[config.mk]
export PLATFORM = sky130hd
export DESIGN_NAME = two_s_complement
export DESIGN_NICKNAME = d
export VERILOG_FILES = /design/src/rtl/two_s_complement_neg_core.sv /design/src/rtl/two_s_complement.sv
export SDC_FILE = /design/constraint.sdc
export NUM_CORES = 1
export LEC_CHECK = 0
export BUFFER_PORTS_ARGS = -buffer_cell sky130_fd_sc_hd__buf_2
export CORE_AREA = 5 5 42 44
export DETAILED_ROUTE_END_ITERATION = 7
export DIE_AREA = 0 0 47 49
export PLACE_DENSITY = 0.5
export SKIP_LAST_GASP = 1
export SYNTH_ARGS = -nofsm -noshare
export SYNTH_HDL_FRONTEND = slang
export SYNTH_SLANG_ARGS = --single-unit
[constraint.sdc]
create_clock -name clk -period 2 [get_ports clk]
set_input_delay 0.1 -clock clk [delete_from_list [all_inputs] [get_ports clk]]
set_output_delay 0.1 -clock clk [all_outputs]
set_load 0.02 [all_outputs]
[src/rtl/two_s_complement_neg_core.sv]
// neg_core: combinational two's-complement negation core.
//   a          : operand
//   y          : (~a + 1) mod 2^WIDTH
//   is_min_neg : a is 1 followed by WIDTH-1 zeros (negation not representable)
//   is_zero    : a is all zeros
module two_s_complement_neg_core #(
    parameter int WIDTH = 4
) (
    input  logic [WIDTH-1:0] a,
    output logic [WIDTH-1:0] y,
    output logic             is_min_neg,
    output logic             is_zero
);
    localparam logic [WIDTH-1:0] MIN_NEG = {1'b1, {(WIDTH-1){1'b0}}};

    logic [WIDTH-1:0] inv;
    logic [WIDTH-1:0] c;     // carry into each half-adder cell

    assign inv  = ~a;
    assign c[0] = 1'b1;      // +1 enters as carry-in of bit 0

    // Ripple of half-adder cells; carry out of the MSB is dropped, so no cell
    // drives a c[WIDTH].
    for (genvar i = 0; i < WIDTH; i++) begin : g_ha
        assign y[i] = inv[i] ^ c[i];
        if (i < WIDTH-1) begin : g_carry
            assign c[i+1] = inv[i] & c[i];
        end
    end

    assign is_min_neg = (a == MIN_NEG);
    assign is_zero    = (a == '0);
endmodule

[src/rtl/two_s_complement.sv]
// two_s_complement: registered two's-complement negator, 1-cycle latency,
// full throughput, no backpressure.
//   clk, rst  : rising-edge clock, async active-high reset
//   In        : operand (accepted when in_valid)
//   Out       : registered negation of last accepted In
//   out_valid : Out/flags were produced from In one cycle earlier
//   overflow  : last accepted In was the most-negative value
//   zero      : last accepted In was zero
module two_s_complement #(
    parameter int WIDTH = 4
) (
    input  logic             clk,
    input  logic             rst,
    input  logic [WIDTH-1:0] In,
    input  logic             in_valid,
    output logic [WIDTH-1:0] Out,
    output logic             out_valid,
    output logic             overflow,
    output logic             zero
);
    logic [WIDTH-1:0] neg_y;
    logic             neg_min, neg_zero;
    logic             vld_pipe;

    two_s_complement_neg_core #(.WIDTH(WIDTH)) u_core (
        .a          (In),
        .y          (neg_y),
        .is_min_neg (neg_min),
        .is_zero    (neg_zero)
    );

    // Data/flags only load on accepted operands; otherwise they hold.
    always_ff @(posedge clk or posedge rst) begin
        if (rst) begin
            Out      <= '0;
            overflow <= 1'b0;
            zero     <= 1'b0;
            vld_pipe <= 1'b0;
        end else begin
            vld_pipe <= in_valid;
            if (in_valid) begin
                Out      <= neg_y;
                overflow <= neg_min;
                zero     <= neg_zero;
            end
        end
    end

    assign out_valid = vld_pipe;
endmodule

### Yosys cells after proc, flatten, opt, wreduce, memory -nomap -nowiden

Cells that the tools add are included.

* output and inout bits: 7
* logic and storage cells: 13
* input port bits: 7
* register bits after elaboration: 7

* bitwise logic cells: 7
* reduce and logical (&&, ||, !) cells: 1
* equal/unequal tests: 1

Operators with widths (count)
* $eq 4x4->1 const B: 1
* $logic_not 4->1: 1
* $not 4->4: 1
* $xor 1x1->1: 3
* $and 1x1->1: 2
* $not 1->1: 1

### Depth between registers and ports, before layout

Gate-level depths: netlist (run 1).

* word-level depth: 4
* gate-level depth with buffers: 5
* gate-level depth less buffers: 5

### By module

From an unflattened synthesis (run 1), not the netlist that was laid out.

* cells, all modules: 24
* area total of the unflattened synthesis: 354.1 µm²

By module, submodules not included
* two_s_complement: times used 1, area an instance 280.3 µm², cells an instance 15, sequential area each 175.2 µm²
* two_s_complement_neg_core: times used 1, area an instance 73.8 µm², cells an instance 9, sequential area each 0.0 µm²

### Worst setup path after synthesis (run 1)

Ideal clock, no wire load.

* path type: input port to flip-flop
* start point: in In[0]
* end point: reg Out[3]
* setup time: 125 ps
* path buffers: 0
* arrival time: 869 ps
* stages on the path: 5
* required time: 1875 ps
* slack: 1006 ps
* path through: inv_1 -> ha_1 -> ha_1 -> xnor2_1 -> mux2_4

* longest elaborated chain between the ends: 4

Ends and longest elaborated chain
* start: declaration: line two_s_complement.sv:14 `input logic [WIDTH-1:0] In,`
* $not 4->4: line two_s_complement_neg_core.sv:19 `assign inv = ~a;`
* $and 1x1->1 (2 in a row): line two_s_complement_neg_core.sv:27 `assign c[i+1] = inv[i] & c[i];`
* $xor 1x1->1: line two_s_complement_neg_core.sv:25 `assign y[i] = inv[i] ^ c[i];`
* end signal: assignment: line two_s_complement.sv:42 `Out <= neg_y;`
* end: declaration: line two_s_complement.sv:16 `output logic [WIDTH-1:0] Out,`

Every way passes these cells.
A chain may end at the register's enable or synchronous reset.

### Final worst setup path (run 1)

Ends and elaborated chain as after synthesis.

==> qor.csv, run 1 <==
stage;metric;value;unit
pwr;power_density;813;nW/um2
drt;wire_per_inst;10.9;um
setup_path;cp_cell_sequence;buf_2, inv_1, ha_1, ha_1, xnor2_1, mux2_4;
drt;firstDrtPassIters;1;
setup_path;path_delay_family;adder cells;
timing;finalCriticalPeriod;0.889;ns
global_route;first_global_vias;256;
clock_tree;clock_path_buffers;2;
place;placed_cell_area;405;um2
clock_tree;cts_sinks;7;
logic_synthesis;synth_warnings;0;
logic_synthesis;netlist_area;332;um2
timing;worst_slew_pin_slew;0.255;ns
timing;hold_ws;0.0920;ns
cells_and_area;antenna-diode-count;0;
setup_path;crit_buf_inv;2;
status;status;finished, final reports clean;
floorplanning;die_area;2300;um2
global_route;grt_pass1_wl;1040;um
drt;ant_nets;0;
logic_synthesis;synth_fp_nets;32;
cells_and_area;design_area;442;um2
flow_run;cap_viol_max_count;0;
clock_tree;tritoncts;yes;
place;numPortBuffers;13;
global_route;antenna_found_initial;0;
global_route;grt-ovfl-total;0;
place;gp_congestion;0.682;
setup_path;critPathCaptureType;flop;
place;place_ws;0.852;ns
timing;hold_violations;0;
timing;skew;0;ns
clock_tree;clkLatencyLatePin;0.24;ns
timing;fin_crit_sh;0.445;
clock_tree;cts_setup_buffers;0;
cells_and_area;drive_gt1_frac;0.550;
drt;drc;0;
setup_path;cpPeakStageDelay;0.25;ns
drt;vias;228;
setup_path;cpMaxStageDelayCell;mux2_4;
setup_path;start_kind;primary input;
timing;worst_slack;1.11;ns
global_route;grt_max_degree;9;
timing;setup_viol;0;
floorplanning;coreArea;1400;um2
pwr;p_leak;0.248;nW
logic_synthesis;synthCells;23;
clock_tree;cts_buffers;3;
setup_path;crit_top_cell;ha_1;
setup_path;worstPathArrival;1.01;ns
clock_tree;path_clk_slew;0.05;ns
pwr;ir_drop;0.365;mV
floorplanning;io_pins;14;
setup_path;path_class;in2reg;
drt;drtIter0Drc;0;
worst_hold_path;hold_path.class;in2reg;
floorplanning;die_w;47;um
cells_and_area;synthToLayoutAreaGrowth;33.2;%
global_route;track_usage;0.0668;
place;place_hpwl;499;um
clock_tree;post_cts_resized;0;
floorplanning;initial_core_util;0.237;
timing;fin_setup_tns;0;ns
timing;relSlewSlack;0.830;
drt;viasPerCell;4.07;
clock_tree;h-tree-depth;1;
timing;fmax;1120;MHz
logic_synthesis;yosysSeqAreaShare;0.528;
timing;rsz0062_at_grt;no;
setup_path;cp_max_fo;3;
clock_tree;cts_root_buf;clkbuf_4;
drt;routed_wl;613;um
timing;slew_viol_final;0;
logic_synthesis;synth_cell_types;10;
setup_path;required;2.13;ns
floorplanning;chipHeight;49;um
floorplanning;row_count;14;
cells_and_area;nNetsFinal;50;
logic_synthesis;ys_ff_latch;7;
logic_synthesis;avgSynthCellArea;14.4;um2
clock_tree;cts_hold_buf;1;
## where the power goes
part / switching [mW] / internal, mW / total, mW
clock network: 0.0479 / 0.0759 / 0.124
logic: 0.0381 / 0.0359 / 0.0740
registers: 0.00615 / 0.155 / 0.161
total: 0.0922 / 0.267 / 0.359
## cells in the mapped netlist
cell     count  area share
xnor2_1      1       0.026
inv_1        4       0.045
nor2b_1      1       0.019
nor3b_1      1       0.023
mux2_2       1       0.034
ha_1         2       0.075
dfrtp_1      7        0.53
a41o_2       1       0.034
buf_6        1       0.034
mux2_4       4        0.18
## metrics by stage
step,power (mW),util,std cells
floorplan,0.213,-,23
global placement,0.236,0.289,51
detailed placement,0.238,0.289,51
CTS,0.366,0.315,56
global route,0.381,0.315,56
finish,0.359,0.315,56
## worst register-to-register path: stages (launching register included)
cell and delay, ns:
dfrtp_1 0.37, nor2b_1 0.13, a41o_2 0.23
## cell usage in the layout, fill, tap and decap left out
| cell type | n |
|---|---|
| xnor2_1 | 1 |
| mux2_2 | 1 |
| a41o_2 | 1 |
| clkbuf_1 | 1 |
| dlygate4sd3_1 | 1 |
| mux2_4 | 4 |
| dfrtp_1 | 7 |
| ha_1 | 2 |
| inv_1 | 4 |
| nor2b_1 | 1 |
| clkbuf_4 | 3 |
| nor3b_1 | 1 |
| buf_2 | 13 |
## worst paths after layout
path,end,depth (start not counted),startpoint,slack (ns)
max in group asynchronous,Out[3]$_DFFE_PP0P_,3,rst,1.48
hold / removal,out_valid$_DFF_PP0_,1,in_valid,0.09
min in group asynchronous,Out[1]$_DFFE_PP0P_,3,rst,0.32
setup reg to reg,overflow$_DFFE_PP0P_,2,overflow$_DFFE_PP0P_,1.17
setup / recovery,Out[3]$_DFFE_PP0P_,6,In[0],1.11
hold reg to reg,zero$_DFFE_PP0P_,1,zero$_DFFE_PP0P_,0.50
## layout make-up
cell class	instances	area (um2)
well taps	16	20.0
inverters	4	15.0
clock buffers	4	26.3
fillers	153	960
repair buffers	14	75.1
multi-input cells	11	130
flip-flops and latches	7	175
## sequential cells by signal, indices dropped and copies added (netlist names)
register,flops
overflow,1
Out,4
out_valid,1
zero,1
## layer usage
metal / share of wire / track usage / routed length, um
met2: 0.43 / 0.0860 / 265
met3: 0.14 / 0.0369 / 88
met4: 0.015 / 0.0553 / 9
met5: 0 / 0 / 0
met1: 0.41 / 0.0767 / 249
## logic make-up (layout without fill, tap and decap cells)
| kind of cell | count (synthesis) | after routing | share of synthesized area |
|---|---|---|---|
| xor gates and xnor gates | 1 | 1 | 0.0264 |
| muxes | 5 | 5 | 0.215 |
| adders and majority gates | 2 | 2 | 0.0755 |
| buffers and inverters | 5 | 22 | 0.0792 |
| DFF | 7 | 7 | 0.528 |
| and+or+nand+nor | 2 | 2 | 0.0415 |
| AOI/OAI and AO/OA | 1 | 1 | 0.0340 |
Power figures use the tool's default switching activity.
==> inputs of run 2 (changes only) <==
--- a/config.mk
+++ b/config.mk
@@ -5,11 +5,12 @@
 export SDC_FILE = /design/constraint.sdc
 export NUM_CORES = 1
 export LEC_CHECK = 0
+export ABC_AREA = 1
 export BUFFER_PORTS_ARGS = -buffer_cell sky130_fd_sc_hd__buf_2
 export CORE_AREA = 5 5 42 44
 export DETAILED_ROUTE_END_ITERATION = 7
 export DIE_AREA = 0 0 47 49
-export PLACE_DENSITY = 0.5
+export PLACE_DENSITY = 0.48
 export SKIP_LAST_GASP = 1
 export SYNTH_ARGS = -nofsm -noshare
 export SYNTH_HDL_FRONTEND = slang
==> constraint.sdc (replaced) <==
create_clock -name clk -period 0.9 [get_ports clk]
set_input_delay 0.045 -clock clk [delete_from_list [all_inputs] [get_ports clk]]
set_output_delay 0.045 -clock clk [all_outputs]
set_load 0.02 [all_outputs]
==> run 2 against run 1 <==
  * Critical path depth fell by 5
  * Wire length rose by 11%
  * Worst hold slack got worse by 0.079 ns
  * Synthesized cell count rose by 52%
  * Register-to-register slack got worse by 0.88 ns
  * Sequential share of layout area rose by 0.57 points
  * Count of clock-buffer cells in the layout did not move
  * Clock skew did not move
  * Global-route usage fell by 0.31 points
  * Die area did not move
  * Cell count rose by 25%
  * Critical endpoint is now Out[2]
  * Largest cell class unchanged
==> qor.csv, run 2 <==
stage;metric;value;unit
clock_tree;cts_buffers;3;
clock_tree;cts_root_buf;clkbuf_4;
logic_synthesis;synth_most_common_cell;nand2_1;
timing;rsz0062_at_grt;no;
global_route;grt-ovfl-total;0;
setup_path;path_delay_family;flip-flops;
logic_synthesis;synth_warnings;0;
cells_and_area;antenna-diode-count;0;
logic_synthesis;avgSynthCellArea;8.76;um2
timing;setup_viol;0;
clock_tree;cts_sinks;7;
drt;wire_per_inst;9.74;um
pwr;ir_drop;0.504;mV
global_route;grt_pass1_wl;1040;um
flow_run;cap_viol_max_count;0;
setup_path;cp_max_fo;2;
logic_synthesis;yosysTopAreaCellShare;0.571;
setup_path;r2r_cells;2;
drt;vias;277;
setup_path;cpMaxStageDelayCell;dfrtp_1;
place;gp_congestion;0.645;
floorplanning;coreArea;1400;um2
floorplanning;die_w;47;um
clock_tree;cts_hold_buf;1;
setup_path;path_class;reg2out;
floorplanning;io_pins;14;
drt;firstDrtPassIters;4;
cells_and_area;regMostFlops;Out;
worst_hold_path;holdCritStartpoint;in_valid;
timing;skew;0;ns
logic_synthesis;synth_area_leaders;dfrtp_1 (57%), nand2_1 (15%), ha_1 (8.2%);
clock_tree;cts_setup_buffers;0;
logic_synthesis;yosysSeqAreaShare;0.571;
setup_path;crit_buf_inv;1;
worst_hold_path;hold_depth;1;
worst_hold_path;hold_path.class;in2reg;
drt;ant_nets;0;
timing;fmax;1210;MHz
place;place_hpwl;504;um
logic_synthesis;synth_cell_types;9;
drt;routed_wl;682;um
setup_path;start_kind;flop;
global_route;grt_max_degree;9;
floorplanning;die_area;2300;um2
clock_tree;post_cts_resized;0;
logic_synthesis;ys_ff_latch;7;
logic_synthesis;synth_commonest_cells;nand2_1 (12), dfrtp_1 (7), inv_1 (6);
cells_and_area;final_common_cell;buf_2;
logic_synthesis;synthCells;35;
pwr;power_density;1760;nW/um2
logic_synthesis;netlist_area;307;um2
timing;finalCriticalPeriod;0.830;ns
timing;hold_violations;0;
logic_synthesis;synth_edf_count;0;
clock_tree;clock_path_buffers;2;
setup_path;cp-startpoint;Out[2]$_DFFE_PP0P_;
drt;drc;0;
cells_and_area;largest_reg_flops;4;
global_route;first_global_vias;245;
drt;drtIter0Drc;5;
floorplanning;row_count;14;
pwr;p_leak;0.263;nW
timing;relSlewSlack;0.824;
cells_and_area;final_cell_mix;buf_2 (13), nand2_1 (12), dfrtp_1 (7);
clock_tree;path_clk_slew;0.05;ns
timing;fin_crit_sh;0.922;
clock_tree;h-tree-depth;1;
setup_path;worstPathArrival;0.78;ns
floorplanning;initial_core_util;0.219;
clock_tree;clkLatencyLatePin;0.24;ns
logic_synthesis;yosys.area.top_type;dfrtp_1;
global_route;track_usage;0.0637;
cells_and_area;nNetsFinal;64;
timing;worst_slew_pin_slew;0.263;ns
worst_hold_path;whs_endpoint;out_valid$_DFF_PP0_;
setup_path;cp_cell_sequence;buf_2;
drt;viasPerCell;3.96;
setup_path;cp.depth;1;
setup_path;ff2ff_setup_slack;0.29;ns
pwr;power.total;767;uW
logic_synthesis;async_flop_share;1.00;
setup_path;rr_startpoint;Out[3]$_DFFE_PP0P_;
clock_tree;tritoncts;yes;
place;numPortBuffers;13;
global_route;antenna_found_initial;0;
setup_path;rr_endpoint;Out[3]$_DFFE_PP0P_;
setup_path;cpPeakStageDelay;0.38;ns
cells_and_area;synthToLayoutAreaGrowth;42.0;%
floorplanning;chipHeight;49;um
timing;fin_setup_tns;0;ns
cells_and_area;drive_gt1_frac;0.333;
setup_path;critPathCaptureType;output port;
logic_synthesis;synth_ff_type;dfrtp_1;
logic_synthesis;synth_fp_nets;44;
timing;slew_viol_final;0;
setup_path;required;0.85;ns
status;status;finished, final reports clean;
-- run 2: cell types whose count changed after synthesis, moves of 2 or more --
| cell | delta |
|---|---|
| mux2_4 | -4 |
| inv_1 | +2 |
| nand3_1 | +4 |
| nand2_1 | +12 |
-- run 2: power by group --
| group | switching, mW | internal, mW |
|---|---|---|
| Clock | 0.111 | 0.169 |
| Sequential | 0.0117 | 0.340 |
| Combinational | 0.0844 | 0.0501 |
-- run 2: worst reg2reg max path: stages, from the launching register on --
cell	delay [ns]
dfrtp_1	0.37
nand2_1	0.06
nand3_1	0.07
-- run 2: kinds of logic after synthesis --
kind of cell,Yosys count,synth area share
adders and majority gates,2,0.0816
AOI/OAI and AO/OA,1,0.0163
buffers and inverters,7,0.0857
and+or+nand+nor,18,0.245
DFF,7,0.571
-- run 2: per-stage QoR --
step | utilization | worst slack (ns) | hold slack [ns] | cells | instance area [um2]
after CTS | 0.311 | 0.0611 | 0.00591 | 70 | 435
after detailed placement | 0.285 | 0.0268 | -0.0112 | 65 | 399
after global routing | 0.311 | 0.0470 | 0.0159 | 70 | 435
final | 0.311 | 0.0701 | 0.0133 | 70 | 435
after global placement | 0.285 | 0.0281 | -0.0129 | 65 | 399
after floorplan | - | 0.133 | -0.152 | 35 | 307
-- run 2: final cells by class --
class	instances	area, um2
flip-flops and latches	7	175
well taps	16	20.0
fillers	166	966
clock buffers	4	26.3
inverters	7	26.3
multi-input cells	21	105
repair buffers	15	82.6
-- run 2: routing by layer --
metal | global-route usage | vias up | part of all wire
met2 | 0.0814 | 8 | 0.49
li1 | - | 148 | -
met3 | 0.0111 | 0 | 0.056
met4 | 0.0553 | 0 | 0
met1 | 0.0871 | 121 | 0.45
met5 | 0 | - | 0
-- run 2: worst max path at each step --
stage                              end  slack (ns)
global route                  overflow        0.05
detailed placement  Out[2]$_DFFE_PP0P_        0.03
CTS                             Out[2]        0.06
floorplan           Out[2]$_DFFE_PP0P_        0.13
global placement    Out[2]$_DFFE_PP0P_        0.03
finish                          Out[2]        0.07
